File: config.mk
export PLATFORM = sky130hd
export DESIGN_NAME = mt_rng_sched
export DESIGN_NICKNAME = d
export VERILOG_FILES = /design/src/rtl/mt_rng_pkg.sv /design/src/rtl/mt_rng_sched_rr_pick.sv /design/src/rtl/mt_rng_sched.sv
export SDC_FILE = /design/constraint.sdc
export NUM_CORES = 1
export LEC_CHECK = 0
export ABC_AREA = 1
export ABC_CLOCK_PERIOD_IN_PS = 1470
export BUFFER_PORTS_ARGS = -buffer_cell sky130_fd_sc_hd__buf_2
export CORE_MARGIN = 1.5
export CORE_UTILIZATION = 43
export CTS_CLUSTER_DIAMETER = 60
export DETAILED_ROUTE_END_ITERATION = 8
export PLACE_DENSITY = 0.77
export SYNTH_ARGS = -nofsm -noshare
export SYNTH_HDL_FRONTEND = slang
export SYNTH_SLANG_ARGS = --single-unit
File: constraint.sdc
create_clock -name clk -period 1.47 [get_ports clk]
set_clock_uncertainty 0.05 [all_clocks]
set_input_delay 0.147 -clock clk [delete_from_list [all_inputs] [get_ports clk]]
set_output_delay 0.147 -clock clk [all_outputs]
set_load 0.03 [all_outputs]
File: src/rtl/mt_rng_pkg.sv
// Shared types and constants for the mt19937 burst scheduler.
// Generator word width and the post-reset seed live here so the top and bench agree.
package mt_rng_pkg;

   localparam int GEN_W = 32;
   localparam logic [GEN_W-1:0] DEF_SEED = 32'd5489;

   typedef enum logic [2:0] {
      SEED_ISSUE,
      SEED_GAP,
      SEED_WAIT,
      ARB,
      STREAM
   } state_t;

endpackage

File: src/rtl/mt_rng_sched_rr_pick.sv
// Combinational round-robin picker: first set req bit at or after ptr, wrapping; zero latency.
// No state and no backpressure; pick is one-hot, or zero when nothing is requested.
module rr_pick #(
   parameter int N  = 4,
   parameter int PW = 2
) (
   input  logic [N-1:0]  req,
   input  logic [PW-1:0] ptr,
   output logic [N-1:0]  pick,
   output logic          any_valid
);

   logic [N-1:0] rot;
   logic [N-1:0] oh;

   always_comb begin
      // Rotate so ptr lands on bit 0, take the lowest set bit, rotate back.
      rot = N'({req, req} >> ptr);
      oh  = '0;
      for (int i = N - 1; i >= 0; i--) begin
         if (rot[i]) begin
            oh    = '0;
            oh[i] = 1'b1;
         end
      end
      pick      = N'(({oh, oh} << ptr) >> N);
      any_valid = |req;
   end

endmodule

File: src/rtl/mt_rng_sched.sv
// Shares one mt19937 among NUM_REQ workers in BURST-word grants and owns generator seeding.
// Grant-to-first-valid 2 cycles, then 1 word/cycle; out_ready low on the owner stalls the generator.
module mt_rng_sched
   import mt_rng_pkg::*;
#(
   parameter int             NUM_REQ  = 4,
   parameter int             BURST    = 2,
   parameter int             W        = GEN_W,
   parameter logic [W-1:0]   DEF_SEED = W'(mt_rng_pkg::DEF_SEED)
) (
   input  logic               clk,
   input  logic               rst_n,
   input  logic [NUM_REQ-1:0] req,
   output logic [W-1:0]       out_data,
   output logic [NUM_REQ-1:0] out_valid,
   input  logic [NUM_REQ-1:0] out_ready,
   output logic [NUM_REQ-1:0] grant,
   input  logic               seed_req,
   input  logic [W-1:0]       seed_in,
   output logic               seed_ack,
   output logic               ready_o,
   input  logic [W-1:0]       gen_data,
   input  logic               gen_valid,
   output logic               gen_ready,
   input  logic               gen_busy,
   output logic [W-1:0]       gen_seed_val,
   output logic               gen_seed_start
);

   localparam int         PW      = (NUM_REQ > 1) ? $clog2(NUM_REQ) : 1;
   localparam logic [7:0] BURST_C = 8'(BURST);

   state_t               state, state_nx;
   logic [W-1:0]         seed;
   logic [NUM_REQ-1:0]   pick;
   logic                 any_req;
   logic [PW-1:0]        ptr, gidx, pick_idx, next_ptr;
   logic                 fresh, lane_rdy, hs, last_hs;
   logic [7:0]           issued, delivered;
   logic                 gen_valid_unused;

   // Validity comes from fresh, so stale generator words are never forwarded.
   assign gen_valid_unused = gen_valid;

   rr_pick #(.N(NUM_REQ), .PW(PW)) u_pick (
      .req       (req),
      .ptr       (ptr),
      .pick      (pick),
      .any_valid (any_req)
   );

   always_comb begin
      pick_idx = '0;
      for (int i = 0; i < NUM_REQ; i++) begin
         if (pick[i]) pick_idx = PW'(i);
      end
   end

   assign next_ptr = (gidx == PW'(NUM_REQ - 1)) ? '0 : gidx + 1'b1;
   assign lane_rdy = |(out_ready & grant);
   assign hs       = fresh & lane_rdy;
   assign last_hs  = hs && (delivered == BURST_C - 8'd1);

   always_comb begin
      state_nx  = state;
      gen_ready = 1'b0;
      seed_ack  = 1'b0;
      unique case (state)
         SEED_ISSUE: state_nx = SEED_GAP;
         SEED_GAP:   state_nx = SEED_WAIT;
         SEED_WAIT:  if (!gen_busy) state_nx = ARB;
         ARB: begin
            if (seed_req) begin
               seed_ack = 1'b1;
               state_nx = SEED_ISSUE;
            end else if (any_req) begin
               state_nx = STREAM;
            end
         end
         STREAM: begin
            gen_ready = (issued < BURST_C) && (!fresh || lane_rdy);
            if (last_hs) state_nx = ARB;
         end
         default: state_nx = SEED_ISSUE;
      endcase
   end

   always_ff @(posedge clk or negedge rst_n) begin
      if (!rst_n) begin
         state     <= SEED_ISSUE;
         seed      <= DEF_SEED;
         grant     <= '0;
         gidx      <= '0;
         ptr       <= '0;
         fresh     <= 1'b0;
         issued    <= '0;
         delivered <= '0;
      end else begin
         state <= state_nx;
         if (seed_ack) seed <= seed_in;
         if (state == ARB && !seed_req && any_req) begin
            grant     <= pick;
            gidx      <= pick_idx;
            issued    <= '0;
            delivered <= '0;
            fresh     <= 1'b0;
         end
         if (state == STREAM) begin
            if (gen_ready) issued <= issued + 8'd1;
            if (hs) delivered <= delivered + 8'd1;
            if (gen_ready) fresh <= 1'b1;
            else if (hs)   fresh <= 1'b0;
            if (last_hs) begin
               grant <= '0;
               ptr   <= next_ptr;
            end
         end
      end
   end

   // Reset parks the FSM in SEED_ISSUE; masking with rst_n keeps the seed strobe quiet until release.
   assign gen_seed_start = rst_n && (state == SEED_ISSUE);
   assign gen_seed_val   = gen_seed_start ? seed : '0;
   assign ready_o        = (state == ARB) || (state == STREAM);
   assign out_valid      = fresh ? grant : '0;
   assign out_data       = fresh ? gen_data : '0;

endmodule

==> results of run 1 <==
logic make-up after synthesis:
logic type / synth area share
fa+ha+maj: 0.0147
flops: 0.444
compound gates: 0.0956
buf+inv: 0.149
xor+xnor: 0.00515
simple gates: 0.292
cell usage after synthesis, types with 3 or more instances:
cell type | n | share of area
o21ai_0 | 45 | 0.066
nand2_2 | 5 | 0.0092
nor2_1 | 47 | 0.052
dfrtp_1 | 53 | 0.39
buf_1 | 3 | 0.0033
buf_2 | 4 | 0.0059
buf_4 | 4 | 0.0088
dfstp_2 | 7 | 0.054
nand3_1 | 28 | 0.041
o21ai_1 | 4 | 0.0059
nor3_1 | 3 | 0.0044
inv_2 | 5 | 0.0055
a21oi_1 | 4 | 0.0059
or2_2 | 3 | 0.0055
ha_1 | 4 | 0.015
inv_1 | 94 | 0.10
nand2_1 | 128 | 0.14
nand4_1 | 3 | 0.0055
clkbuf_1 | 5 | 0.0055
through the flow:
| step | hold slack [ns] | setup TNS, ns | worst slack [ns] | area, sq um |
|---|---|---|---|---|
| detailed placement | 0.312 | -1.34 | -0.0773 | 4400 |
| CTS | 0.000383 | -12.62 | -0.295 | 6230 |
| floorplan | -0.199 | -2.23 | -0.0768 | 3410 |
| global placement | 0.302 | -0.138 | -0.0381 | 4400 |
layer usage:
layer  GRT overflow  GRT usage
met1              0      0.815
met2            272       1.13
met3              0      0.588
met4             93      0.972
met5              0      0.154
repair_timing:
action,in CTS
endpoints found under the setup margin,111
buffers inserted,32
endpoints found under the hold margin,35
cloned,11
pin swaps,33
gates resized for setup,271
hold buffers,31
==> key figures, run 1 <==
Outcome
  • Status: aborted with a tool error
  • Failing step: global routing (5_1_grt)
  • Run Error: [ERROR GRT-0232] Routing congestion too high. Check the congestion heatmap in the GUI.

Global route
  • GRT Residual Overflow: 365
  • Largest net degree at the start of global routing: 61
  • GRT Total Usage: 0.860

Die
  • DIE WIDTH: 92.0 um
  • Initial Util: 0.443
  • Die H: 92.0 um
  • Row count: 32
  • I/O pin cnt: 153

Clock network
  • Clock Path Buffers: 2
  • CTS Root Cell: clkbuf_8
  • Num CTS Buffers: 9
  • CTS sink cnt: 60
  • H-tree depth: 3

Placement
  • Final GP Congestion: 0.880
  • Port bufs: 151
  • Placed cells: 732
  • DP HPWL: 6.20 mm

Yosys
  • Async SR Flop Fraction: 1.00
  • Synth cell types: 38
  • Post-Synthesis Cells: 473
  • Synth Warn #: 0
  • Mapped Nets: 554
  • Syn Std Cell Area: 3400 sq um
  • Syn_area_per_cell: 7.20 sq um
  • Register area share after synthesis: 0.444
  • Top_reg_cell synth: dfrtp_1
  • Post-synthesis sequential element count: 60
  • Post-synth EDFFs: 0

Timing
  • Grt repair worst endpoint: gen_seed_val[21]
  • Worst_ep kind: output port
==> inputs of run 2 (changes only) <==
--- a/config.mk
+++ b/config.mk
@@ -6,13 +6,12 @@
 export NUM_CORES = 1
 export LEC_CHECK = 0
 export ABC_AREA = 1
-export ABC_CLOCK_PERIOD_IN_PS = 1470
+export ABC_CLOCK_PERIOD_IN_PS = 1900
 export BUFFER_PORTS_ARGS = -buffer_cell sky130_fd_sc_hd__buf_2
 export CORE_MARGIN = 1.5
-export CORE_UTILIZATION = 43
-export CTS_CLUSTER_DIAMETER = 60
+export CORE_UTILIZATION = 35
 export DETAILED_ROUTE_END_ITERATION = 8
-export PLACE_DENSITY = 0.77
+export PLACE_DENSITY_LB_ADDON = 0.15
 export SYNTH_ARGS = -nofsm -noshare
 export SYNTH_HDL_FRONTEND = slang
 export SYNTH_SLANG_ARGS = --single-unit
==> constraint.sdc (replaced) <==
create_clock -name clk -period 1.9 [get_ports clk]
set_clock_uncertainty 0.05 [all_clocks]
set_input_delay 0.19 -clock clk [delete_from_list [all_inputs] [get_ports clk]]
set_output_delay 0.19 -clock clk [all_outputs]
set_load 0.03 [all_outputs]
==> key figures, run 2 <==
Power
  • Switch Pwr: 2.70 mW
  • Pwr Density: 1320 nW/um^2
  • Clock network fraction of total power: 0.188
  • Max IR drop VDD: 0.704 mV
  • Pint: 3.40 mW
  • Leakage: 2.80 nW
  • Switching share of power: 0.443
  • Register share of total power: 0.330
  • Share of power burned in combinational logic: 0.482

Global route
  • GRT Residual Overflow: 0
  • First-pass GRT wire length: 13.0 mm
  • Largest net degree at the start of global routing: 61
  • GRT Total Usage: 0.159
  • Vias in the first global route: 2,976
  • Initial antenna violation count: 0

Clock network
  • Num CTS Buffers: 9 (unchanged)
  • CTS sink cnt: 60 (unchanged)
  • H-tree depth: 3 (unchanged)
  • CTS tree: done
  • Worst skew pair latency: 0.33 ns
  • CTS Root Cell: clkbuf_8 (unchanged)
  • Clk slew on worst S/H paths: 0.07 ns
  • Clock Path Buffers: 2 (unchanged)

Finish
  • Footprint of the multi-input gates: 1410 sq um
  • Commonest non-fill, non-tap cell in the layout: buf_2
  • Share of cells above drive strength 1: 0.338
  • Largest register FFs: 32
  • Antenna diodes: 0
  • FILL cells: 969
  • Final core occ: 0.495
  • Top flop regs: seed x32, delivered x8, issued x8
  • Register Area: 1510 sq um
  • Non-Filler Instances: 768
  • Reg with most FFs: seed
  • Area growth, synth to finish: 35.6%
  • Layout Cell Area excl Fill: 4620 sq um
  • Most frequent cells in the layout: 148 x buf_2, 128 x nand2_1, 93 x inv_1
  • Nets: 715

Timing
  • Hold WS: -0.0222 ns
  • F_max: 559 MHz
  • Final-report hold violation count: 38
  • Slew HR: 0.501
  • # setup viols final: 0
  • Tmin final: 1.79 ns
  • Final count of pins violating max slew: 0
  • Setup_tns: 0 ns
  • RSZ-0062 raised after global routing: no
  • Final period util: 0.942
  • Worst slew pin tran: 0.749 ns

Yosys
  • Syn_area_per_cell: 7.20 sq um (unchanged)
  • Top cells by area, synth: dfrtp_1 39%, nand2_1 14%, inv_1 10%, o21ai_0 6.6%, dfstp_2 5.4% (unchanged)
  • Register area share after synthesis: 0.444 (unchanged)
  • Post-synth EDFFs: 0 (unchanged)
  • Synth Warn #: 0 (unchanged)
  • Top cells by count, synth: 128 x nand2_1, 94 x inv_1, 53 x dfrtp_1 (unchanged)
  • Mapped Nets: 554 (unchanged)
  • Async SR Flop Fraction: 1.00 (unchanged)
  • Top_reg_cell synth: dfrtp_1 (unchanged)
  • Synth top area share: 0.390 (unchanged)
  • Count leader, synth: nand2_1 (unchanged)
  • Cell taking the most area after synthesis: dfrtp_1 (unchanged)
  • Syn Std Cell Area: 3400 sq um (unchanged)
  • Post-synthesis sequential element count: 60 (unchanged)
  • Synth cell types: 38 (unchanged)
  • Post-Synthesis Cells: 473 (unchanged)

Worst setup path
  • Worst R2R Setup Slack: 0.20 ns
  • Crit-path max cell delay: 0.41 ns
  • Crit end category: output port
  • Crit path kind: reg2out
  • Crit path cell chain: nor2_2 -> nand3_1 -> buf_6 -> nor2_1 -> buf_2
  • Crit path max-delay family: buffers and inverters
  • CP required: 1.66 ns
  • Critical path arrival: 1.55 ns
  • CP Max Fanout: 33
  • Crit path launch type: flip-flop
  • Slowest CP cell: dfrtp_1
  • WP buf/inv: 2

Outcome
  • Status: finished with violations (was aborted with a tool error)
  • Failing checks: negative hold slack

Die
  • Die H: 102 um (was 92.0 um)
  • I/O pin cnt: 153 (unchanged)
  • DIE AREA: 10,300 sq um
  • Core Region: 9330 sq um
  • Initial Util: 0.365 (was 0.443)
  • Row count: 35 (was 32)
  • DIE WIDTH: 102 um (was 92.0 um)

Placement
  • Placed instance area: 4310 sq um (was 4400 sq um)
  • DP HPWL: 5.97 mm (was 6.20 mm)
  • Final GP Congestion: 0.819 (was 0.880)
  • Port bufs: 151 (unchanged)
  • Placed cells: 744 (was 732)

Routing
  • Vias per std cell: 4.37
  • Starting DRC count in detailed routing: 111
  • Routed wire length: 8.08 mm
  • Via count: 3,356
  • DRC: 0
  • Final ANT Viol Nets: 0
  • Wire per inst: 10.5 um
  • DR pass1 iterations: 4

Hold path
  • Hold Crit Class: in2async

Flow run
  • # Max-Cap Violations: 0
run 2: kinds of logic (layout without fill, tap and decap cells):
kind of cell / Yosys count / count (layout) / share of synthesized area
simple gates: 228 / 228 / 0.292
compound gates: 60 / 60 / 0.0956
buf+inv: 119 / 285 / 0.149
fa+ha+maj: 4 / 4 / 0.0147
xor+xnor: 2 / 2 / 0.00515
flops: 60 / 60 / 0.444
run 2: layout make-up:
class,count,area share
Clock buffer,12,0.0336
Clock inverter,4,0.0103
Inverter,101,0.0878
Multi-Input combinational cell,294,0.306
Sequential cell,60,0.327
Tap cell,129,0.0350
Timing Repair Buffer,168,0.200
run 2: worst paths after layout:
path                             start              end  cells after the start
max reg2reg                     ptr[0]          gidx[0]                     10
min                              rst_n     delivered[4]                      2
min in group clk           seed_in[25]         seed[25]                      3
max in group asynchronous        rst_n           ptr[0]                      2
min reg2reg                  issued[5]        issued[5]                      2
max                           state[1]  gen_seed_val[0]                      5
run 2: repair_timing:
item / in CTS / in global routing
buffers inserted: 1 / 1
endpoints found under the hold margin: 5 / 1
resized for setup: 4 / 6
endpoints found under the setup margin: 3 / 35
pin swaps: 2 / 1
hold buffers: 5 / 1
run 2: power by group through the flow:
stage                     Combinational, mW  Clock [mW]  Sequential [mW]
final                                  2.94        1.15             2.02
after global routing                   3.29        1.25             2.08
after CTS                              2.96        1.20             2.02
after detailed placement               2.92           0             2.03
after global placement                 2.88           0             2.02
after floorplan                        2.07           0             2.06
run 2: routing by layer:
metal / share of wire / GRT usage
met1: 0.44 / 0.194
met2: 0.50 / 0.276
met3: 0.049 / 0.0380
met4: 0.011 / 0.0545
met5: 0 / 0
run 2: per-stage QoR:
step           power [mW]  setup WS, ns  hold WS, ns
5_1_grt              6.63       0.00850      0.00765
3_3_place_gp         4.91         0.184        0.349
6_report             6.11         0.111      -0.0222
3_5_place_dp         4.95         0.129        0.355
4_1_cts              6.17       0.00789    0.0000405
2_1_floorplan        4.13         0.310       -0.156
No activity file was read; power rests on OpenSTA's default activity.
